**config.mk**
```make
export PLATFORM = sky130hd
export DESIGN_NAME = clksw_sequencer_flat
export DESIGN_NICKNAME = d
export VERILOG_FILES = /design/src/rtl/clksw_sequencer_if.sv /design/src/rtl/clksw_sequencer.sv /design/src/flat_wrapper.sv
export SDC_FILE = /design/constraint.sdc
export NUM_CORES = 1
export LEC_CHECK = 0
export ABC_CLOCK_PERIOD_IN_PS = 5650
export CAP_MARGIN = 20
export CORE_MARGIN = 3
export CORE_UTILIZATION = 25
export DETAILED_ROUTE_END_ITERATION = 10
export PLACE_DENSITY = 0.51
export SYNTH_ARGS = -nofsm -noshare
export SYNTH_HDL_FRONTEND = slang
export SYNTH_SLANG_ARGS = --single-unit
```
**constraint.sdc**
```tcl
create_clock -name hsclk_in -period 5.65 [get_ports hsclk_in]
set_clock_uncertainty 0.2 [all_clocks]
set_input_delay 1.695 -clock hsclk_in [delete_from_list [all_inputs] [get_ports hsclk_in]]
set_output_delay 1.695 -clock hsclk_in [all_outputs]
set_load 0.03 [all_outputs]
```
**src/rtl/clksw_sequencer_if.sv**
```systemverilog
// clksw_sequencer_if: CPU-side config/handshake and clock-switch control/feedback bundle; master = CPU side + switch, slave = sequencer
interface clksw_sequencer_if;
  logic turbo_en;
  logic ls_req;
  logic div_sel_cfg;
  logic bypass_cfg;
  logic hsclk_selected;
  logic lsclk_selected;
  logic err_clr;
  logic hsclk_sel;
  logic cpuclk_div_sel;
  logic delay_bypass;
  logic ls_ready;
  logic in_hs;
  logic timeout_err;
  logic [15:0] hs_entries;
  modport master (
    output turbo_en, ls_req, div_sel_cfg, bypass_cfg, hsclk_selected, lsclk_selected, err_clr,
    input hsclk_sel, cpuclk_div_sel, delay_bypass, ls_ready, in_hs, timeout_err, hs_entries
  );
  modport slave (
    input turbo_en, ls_req, div_sel_cfg, bypass_cfg, hsclk_selected, lsclk_selected, err_clr,
    output hsclk_sel, cpuclk_div_sel, delay_bypass, ls_ready, in_hs, timeout_err, hs_entries
  );
endinterface

```
**src/rtl/clksw_sequencer.sv**
```systemverilog
// clksw_sequencer: HS/LS clock-switch sequencer; hsclk_in/rst plain ports, bus carries config in, switch feedback in, switch controls and host handshake out
module clksw_sequencer #(
  parameter int unsigned HOLDOFF_CYCLES = 16,
  parameter int unsigned TIMEOUT_CYCLES = 255,
  parameter int unsigned CNT_W = 8,
  parameter int unsigned SYNC_STAGES = 2
) (
  input logic hsclk_in,
  input logic rst,
  clksw_sequencer_if.slave bus
);
  typedef enum logic [2:0] {LS_RUN, TO_HS, HS_RUN, TO_LS, HOLD} state_t;
  localparam logic [CNT_W-1:0] TMO = CNT_W'(TIMEOUT_CYCLES);
  localparam logic [CNT_W-1:0] HLD = CNT_W'(HOLDOFF_CYCLES);
  localparam logic [CNT_W-1:0] ONE = CNT_W'(1);
  state_t state;
  logic [CNT_W-1:0] cnt;
  logic [SYNC_STAGES-1:0] hs_sync, ls_sync;
  logic hs_ok, ls_ok, want_ls, set_err;
  assign hs_ok = hs_sync[SYNC_STAGES-1] & ~ls_sync[SYNC_STAGES-1];
  assign ls_ok = ls_sync[SYNC_STAGES-1] & ~hs_sync[SYNC_STAGES-1];
  assign want_ls = bus.ls_req | ~bus.turbo_en;
  assign bus.ls_ready = (state == LS_RUN || state == HOLD) & ls_ok;
  // completion outranks timeout; a TO_HS abort already leaves without flagging
  assign set_err = cnt == TMO && ((state == TO_HS && !hs_ok && !want_ls) || (state == TO_LS && !ls_ok));
  always_ff @(posedge hsclk_in or posedge rst) begin
    if (rst) begin
      hs_sync <= '0;
      ls_sync <= '1;
    end else begin
      hs_sync <= {hs_sync[SYNC_STAGES-2:0], bus.hsclk_selected};
      ls_sync <= {ls_sync[SYNC_STAGES-2:0], bus.lsclk_selected};
    end
  end
  always_ff @(posedge hsclk_in or posedge rst) begin
    if (rst) begin
      state <= LS_RUN;
      cnt <= '0;
      bus.hsclk_sel <= 1'b0;
      bus.cpuclk_div_sel <= 1'b0;
      bus.delay_bypass <= 1'b0;
      bus.in_hs <= 1'b0;
      bus.timeout_err <= 1'b0;
      bus.hs_entries <= '0;
    end else begin
      bus.timeout_err <= set_err | (bus.timeout_err & ~bus.err_clr);
      case (state)
        LS_RUN: begin
          // divider/bypass only move while the slow clock is confirmed
          if (ls_ok) begin
            bus.cpuclk_div_sel <= bus.div_sel_cfg;
            bus.delay_bypass <= bus.bypass_cfg;
          end
          if (!want_ls) begin
            state <= TO_HS;
            cnt <= '0;
            bus.hsclk_sel <= 1'b1;
          end
        end
        TO_HS: begin
          cnt <= cnt + ONE;
          if (hs_ok) begin
            state <= HS_RUN;
            bus.in_hs <= 1'b1;
            bus.hs_entries <= bus.hs_entries + 16'd1;
          end else if (want_ls || cnt == TMO) begin
            state <= TO_LS;
            cnt <= '0;
            bus.hsclk_sel <= 1'b0;
          end
        end
        HS_RUN: begin
          if (want_ls) begin
            state <= TO_LS;
            cnt <= '0;
            bus.hsclk_sel <= 1'b0;
            bus.in_hs <= 1'b0;
          end
        end
        TO_LS: begin
          if (ls_ok) begin
            state <= (HOLDOFF_CYCLES == 0) ? LS_RUN : HOLD;
            cnt <= HLD;
          end else if (cnt != TMO) begin
            cnt <= cnt + ONE;
          end
        end
        HOLD: begin
          if (cnt == ONE) state <= LS_RUN;
          else cnt <= cnt - ONE;
        end
        default: state <= LS_RUN;
      endcase
    end
  end
endmodule

```
**src/flat_wrapper.sv**
```systemverilog
// flat-port wrapper written by rule: the top's interface ports become plain ports
module clksw_sequencer_flat 
#(
  parameter int unsigned HOLDOFF_CYCLES = 16,
  parameter int unsigned TIMEOUT_CYCLES = 255,
  parameter int unsigned CNT_W = 8,
  parameter int unsigned SYNC_STAGES = 2
)
  (hsclk_in, rst, bus_turbo_en, bus_ls_req, bus_div_sel_cfg, bus_bypass_cfg, bus_hsclk_selected, bus_lsclk_selected, bus_err_clr, bus_hsclk_sel, bus_cpuclk_div_sel, bus_delay_bypass, bus_ls_ready, bus_in_hs, bus_timeout_err, bus_hs_entries);
  clksw_sequencer_if bus_i ();
  input logic hsclk_in;
  input logic rst;
  input wire logic [$bits(bus_i.turbo_en)-1:0] bus_turbo_en;
  input wire logic [$bits(bus_i.ls_req)-1:0] bus_ls_req;
  input wire logic [$bits(bus_i.div_sel_cfg)-1:0] bus_div_sel_cfg;
  input wire logic [$bits(bus_i.bypass_cfg)-1:0] bus_bypass_cfg;
  input wire logic [$bits(bus_i.hsclk_selected)-1:0] bus_hsclk_selected;
  input wire logic [$bits(bus_i.lsclk_selected)-1:0] bus_lsclk_selected;
  input wire logic [$bits(bus_i.err_clr)-1:0] bus_err_clr;
  output wire logic [$bits(bus_i.hsclk_sel)-1:0] bus_hsclk_sel;
  output wire logic [$bits(bus_i.cpuclk_div_sel)-1:0] bus_cpuclk_div_sel;
  output wire logic [$bits(bus_i.delay_bypass)-1:0] bus_delay_bypass;
  output wire logic [$bits(bus_i.ls_ready)-1:0] bus_ls_ready;
  output wire logic [$bits(bus_i.in_hs)-1:0] bus_in_hs;
  output wire logic [$bits(bus_i.timeout_err)-1:0] bus_timeout_err;
  output wire logic [$bits(bus_i.hs_entries)-1:0] bus_hs_entries;
  assign bus_i.turbo_en = bus_turbo_en;
  assign bus_i.ls_req = bus_ls_req;
  assign bus_i.div_sel_cfg = bus_div_sel_cfg;
  assign bus_i.bypass_cfg = bus_bypass_cfg;
  assign bus_i.hsclk_selected = bus_hsclk_selected;
  assign bus_i.lsclk_selected = bus_lsclk_selected;
  assign bus_i.err_clr = bus_err_clr;
  assign bus_hsclk_sel = bus_i.hsclk_sel;
  assign bus_cpuclk_div_sel = bus_i.cpuclk_div_sel;
  assign bus_delay_bypass = bus_i.delay_bypass;
  assign bus_ls_ready = bus_i.ls_ready;
  assign bus_in_hs = bus_i.in_hs;
  assign bus_timeout_err = bus_i.timeout_err;
  assign bus_hs_entries = bus_i.hs_entries;
  clksw_sequencer #(.HOLDOFF_CYCLES(HOLDOFF_CYCLES), .TIMEOUT_CYCLES(TIMEOUT_CYCLES), .CNT_W(CNT_W), .SYNC_STAGES(SYNC_STAGES)) u_core (.hsclk_in(hsclk_in), .rst(rst), .bus(bus_i));
endmodule
```
==> summary.md <==
| Metric | Value |
|---|---|
| Status | `finished, final reports clean` |
| Worst ir drop on vdd | `0.0001710 V` |
| Number of cells traversed by the worst register-to-register path | `6` |
| Sw power | `approximately 0.00044 W` |
| Total vias in the final route | `1639` |
| Sinks on the clock net | `36` |
| Maximum clock frequency | `approximately 270 MHz` |
| Placer Congestion | `0.8044` |
| Power share of the sequential group | `39.4%` |
| Clock tree from TritonCTS | `done` |
| Initial core utilization | `26.35%` |
| FF+latch count, synth | `36` |
| Residual overflow from global routing | `0` |
| Die extent in y | `94.36 um` |
| Number of global-route vias before repair | `1580` |
| Share of the synthesized area in the top cell type | `43.59%` |
| Portion of total power attributed to the clock network | `17.9%` |
| Global-route wire length before repair | `7928 um` |
| Worst hold path type | `reg -> reg` |
| Slew Limit Headroom | `50.79%` |
| Number of ports placed on the die boundary | `31` |
| Part of the Yosys area used for sequential elements | `46.28%` |
| Critical Path AT | `1.81 ns` |
| Standard cell core area | `7408 um^2` |
| Biggest cell delay along the critical path | `about 0.70 ns` |
| Number of endpoints with negative hold slack in the final report | `0` |
| Leak pwr | `approximately 0.97 nW` |
| Vias per std cell | `4.922` |
| Worst-Skew Late Latency | `0.29 ns` |
| Final design area excluding fillers | `2426 um^2` |
| Width of the chip | `94.36 um` |
| Classification of the worst setup path | `reg -> out` |
| Fin Setup TNS | `0 ns` |
| Post-cts sizing count | `0` |
| Diodes inserted | `0` |
| Pin count of the biggest net entering global routing | `37` |
| Total setup violations reported at the end of the flow | `0` |
| Count of flip-flops with a built-in enable after synthesis | `0` |
| Area Growth Syn to Fin | `24.30%` |
| H-tree level count | `2` |
| Clock transition at the register clock pins on the worst setup and hold paths after CTS | `0.08 ns` |
| Actual transition at the worst max-transition pin | `around 0.73 ns` |
| DR WL/cell | `13.62 um` |
| Post-CTS Repair Setup Buffers | `0` |
| Most instantiated library cell after synthesis | `dfrtp_1` |
| Worst hold path endpoint | `u_core.hs_sync[1]` |
| Clk buf depth | `2` |
| Number of max-cap violations | `0` |
| Critical R2R Launch | `u_core.state[1]` |
| Synth area leaders | `dfrtp_1, xnor2_1, o21ai_0` |
| Setup repair after global routing missed its margin | `no` |
| Primary FF master, synth | `dfrtp_1` |
| Number of antenna violations at the first check in global routing | `0` |
| Hold depth | `0` |
| Port-buffer cells | `30` |
| Total global routing track utilization | `between 10% and 20%` |
| Die Footprint | `8904 um^2` |
| Worst-path cell with the longest stage delay | `clkdlybuf4s50_1` |
| First-pass iteration count of the detailed router | `4` |
| Cell breakdown of the critical path | `nand2b_1 > nor3_1 > clkdlybuf4s50_1` |
| Warning count from the yosys run | `0` |
| Share of cells above drive strength 1 | `between 6 and 7%` |
| Fin crit share | `65.55%` |
| Cell at the root of the clock tree | `clkbuf_8` |
| Synthesized net count | `217` |
| Number of library cell types mapped by synthesis | `48` |
| Cell accounting for the most synthesized area | `dfrtp_1` |
| Critical path required time | `3.75 ns` |
| Top cell types by occurrence after synthesis | `dfrtp_1, nand2_1, o21ai_0` |
| Reg-to-reg setup timing slack | `2.82 ns` |
| Total detailed-routing wirelength | `4535 um` |
| Maximum fanout encountered on the critical timing path | `5` |
| Area after detailed placement | `approximately 2300 um^2` |
| Kind of capture point of the worst setup path | `output pin` |
| Nets@finish | `246` |
| CTS Buf Count | `5` |
| Crit start category | `register` |
| Time the worst path needs with I/O delays and setup | `3.703 ns` |
| Worst reg2reg path endpoint | `u_core.bus.hs_entries[15]` |
| Critical hold path startpoint | `u_core.hs_sync[0]` |
| Area of the multi-input gates | `972.2 um^2` |
| Avg Synthesized Cell Area | `approximately 9.6 um^2` |
| Pint | `0.0005856 W` |
| DRC errors left | `0` |
| Number of DRC markers after the initial detailed-route iteration | `150` |
| Power per cell area | `422.4 nW/um^2` |
| Fill count | `764` |
| Comb pwr share | `42.7%` |
| Detailed Place HPWL | `roughly 3100 um` |
| Hold buffer count at cts | `0` |
| Post-synthesis instance area | `around 2000 um^2` |
| Fraction of power spent switching nets | `a little over two fifths` |
| Register Area | `approximately 900 um^2` |
| Max Slew Vio Count | `0` |
| DRT antenna net count | `0` |
| Number of placement rows | `31` |
| Fraction of registers with async set or reset after synthesis | `100.0%` |
| Post-synthesis instance total | `204` |
metal layers:
layer / routed length (um) / global-route usage, %
met1: 2322 / 16.58
met2: 1939 / 15.54
met4: 44 / 3.008
met3: 228 / 4.223
met5: 0 / 0
placed cells by master, fill, tap and decap left out, types with 2 or more instances in the layout:
master,synthesis,layout
dfstp_2,2,2
a31oi_1,2,2
a22o_1,3,3
and3_1,6,6
ha_1,4,4
nor2b_1,2,2
o22ai_1,2,2
clkbuf_8,0,5
nand2b_1,3,3
xnor2_1,16,16
and4_1,3,3
nand2_1,22,22
o211ai_1,2,2
clkbuf_1,7,2
nand3_1,12,12
dfrtp_1,34,34
a21boi_0,2,2
xor2_1,3,3
nand4_1,6,6
o221ai_1,2,2
clkdlybuf4s50_1,0,30
nor3_1,3,3
o21ai_0,17,17
mux2_2,3,3
nor4_1,3,3
nor2_1,7,7
inv_1,9,9
a21oi_1,7,7
flip-flops by register name, indices dropped and copies added, names as in the netlist:
signal / flops
u_core.bus.hs_entries: 16
u_core.cnt: 8
u_core.state: 3
u_core.hs_sync: 2
u_core.ls_sync: 2
u_core.bus.cpuclk_div_sel: 1
u_core.bus.delay_bypass: 1
u_core.bus.hsclk_sel: 1
u_core.bus.in_hs: 1
u_core.bus.timeout_err: 1
power by group through the flow:
stage | Sequential, W | Combinational [W] | Clock, W
finish | 0.000404 | 0.000438 | 0.000183
CTS | 0.000403 | 0.000440 | 0.000191
floorplan | 0.000410 | 0.000305 | 0
global route | 0.000418 | 0.000490 | 0.000203
detailed placement | 0.000405 | 0.000436 | 0
global placement | 0.000407 | 0.000440 | 0
stage by stage:
stage / util (%) / worst slack [ns] / std cells / hold slack [ns] / total power [W]
final: 32.75 / 1.947 / 333 / 0.1473 / 0.001025
after detailed placement: 31.60 / 1.787 / 325 / 0.1426 / 0.0008411
after global placement: 31.60 / 1.842 / 325 / 0.1346 / 0.0008466
after CTS: 32.75 / 1.920 / 333 / 0.1499 / 0.001034
after global routing: 32.75 / 1.861 / 333 / 0.1559 / 0.001110
after floorplan: - / 2.434 / 204 / 0.1312 / 0.0007157
area by class of cell:
type                       count  area share, %
multi-input combinational    150          40.07
clock inverter                 1         0.3610
timing repair buffer          31          12.69
tap                           99          5.106
sequential                    36          37.24
clock buffer                   7          3.146
inverter                       9          1.392
worst max-delay path by stage:
stage	endpoint	depth (start not counted)	from
2_1_floorplan	bus_ls_ready	2	u_core.state[1]
3_3_place_gp	u_core.cnt[7]	7	bus_turbo_en
3_5_place_dp	u_core.cnt[7]	7	bus_turbo_en
4_1_cts	bus_ls_ready	3	u_core.ls_sync[1]
5_1_grt	bus_ls_ready	3	u_core.ls_sync[1]
6_report	bus_ls_ready	3	u_core.ls_sync[1]
kinds of logic (layout without fill, tap and decap cells):
kind of cell	Yosys count	in the layout	share of synthesized area (%)
AO/OA/AOI/OAI	49	49	16.54
XOR/XNOR	19	19	8.526
adder cells (fa/ha/maj)	4	4	2.564
buffers and inverters	18	48	3.910
flip-flops	36	36	46.28
multiplexers	3	3	1.731
AND/OR/NAND/NOR	75	75	20.45
worst max-delay path: cells and delay by family, from the launching register on:
| family | cells | cell delay (ns) |
|---|---|---|
| buffers and inverters | 1 | 0.70 |
| flip-flops | 1 | 0.55 |
| AND/OR/NAND/NOR | 2 | 0.27 |
Power figures use the tool's default switching activity.
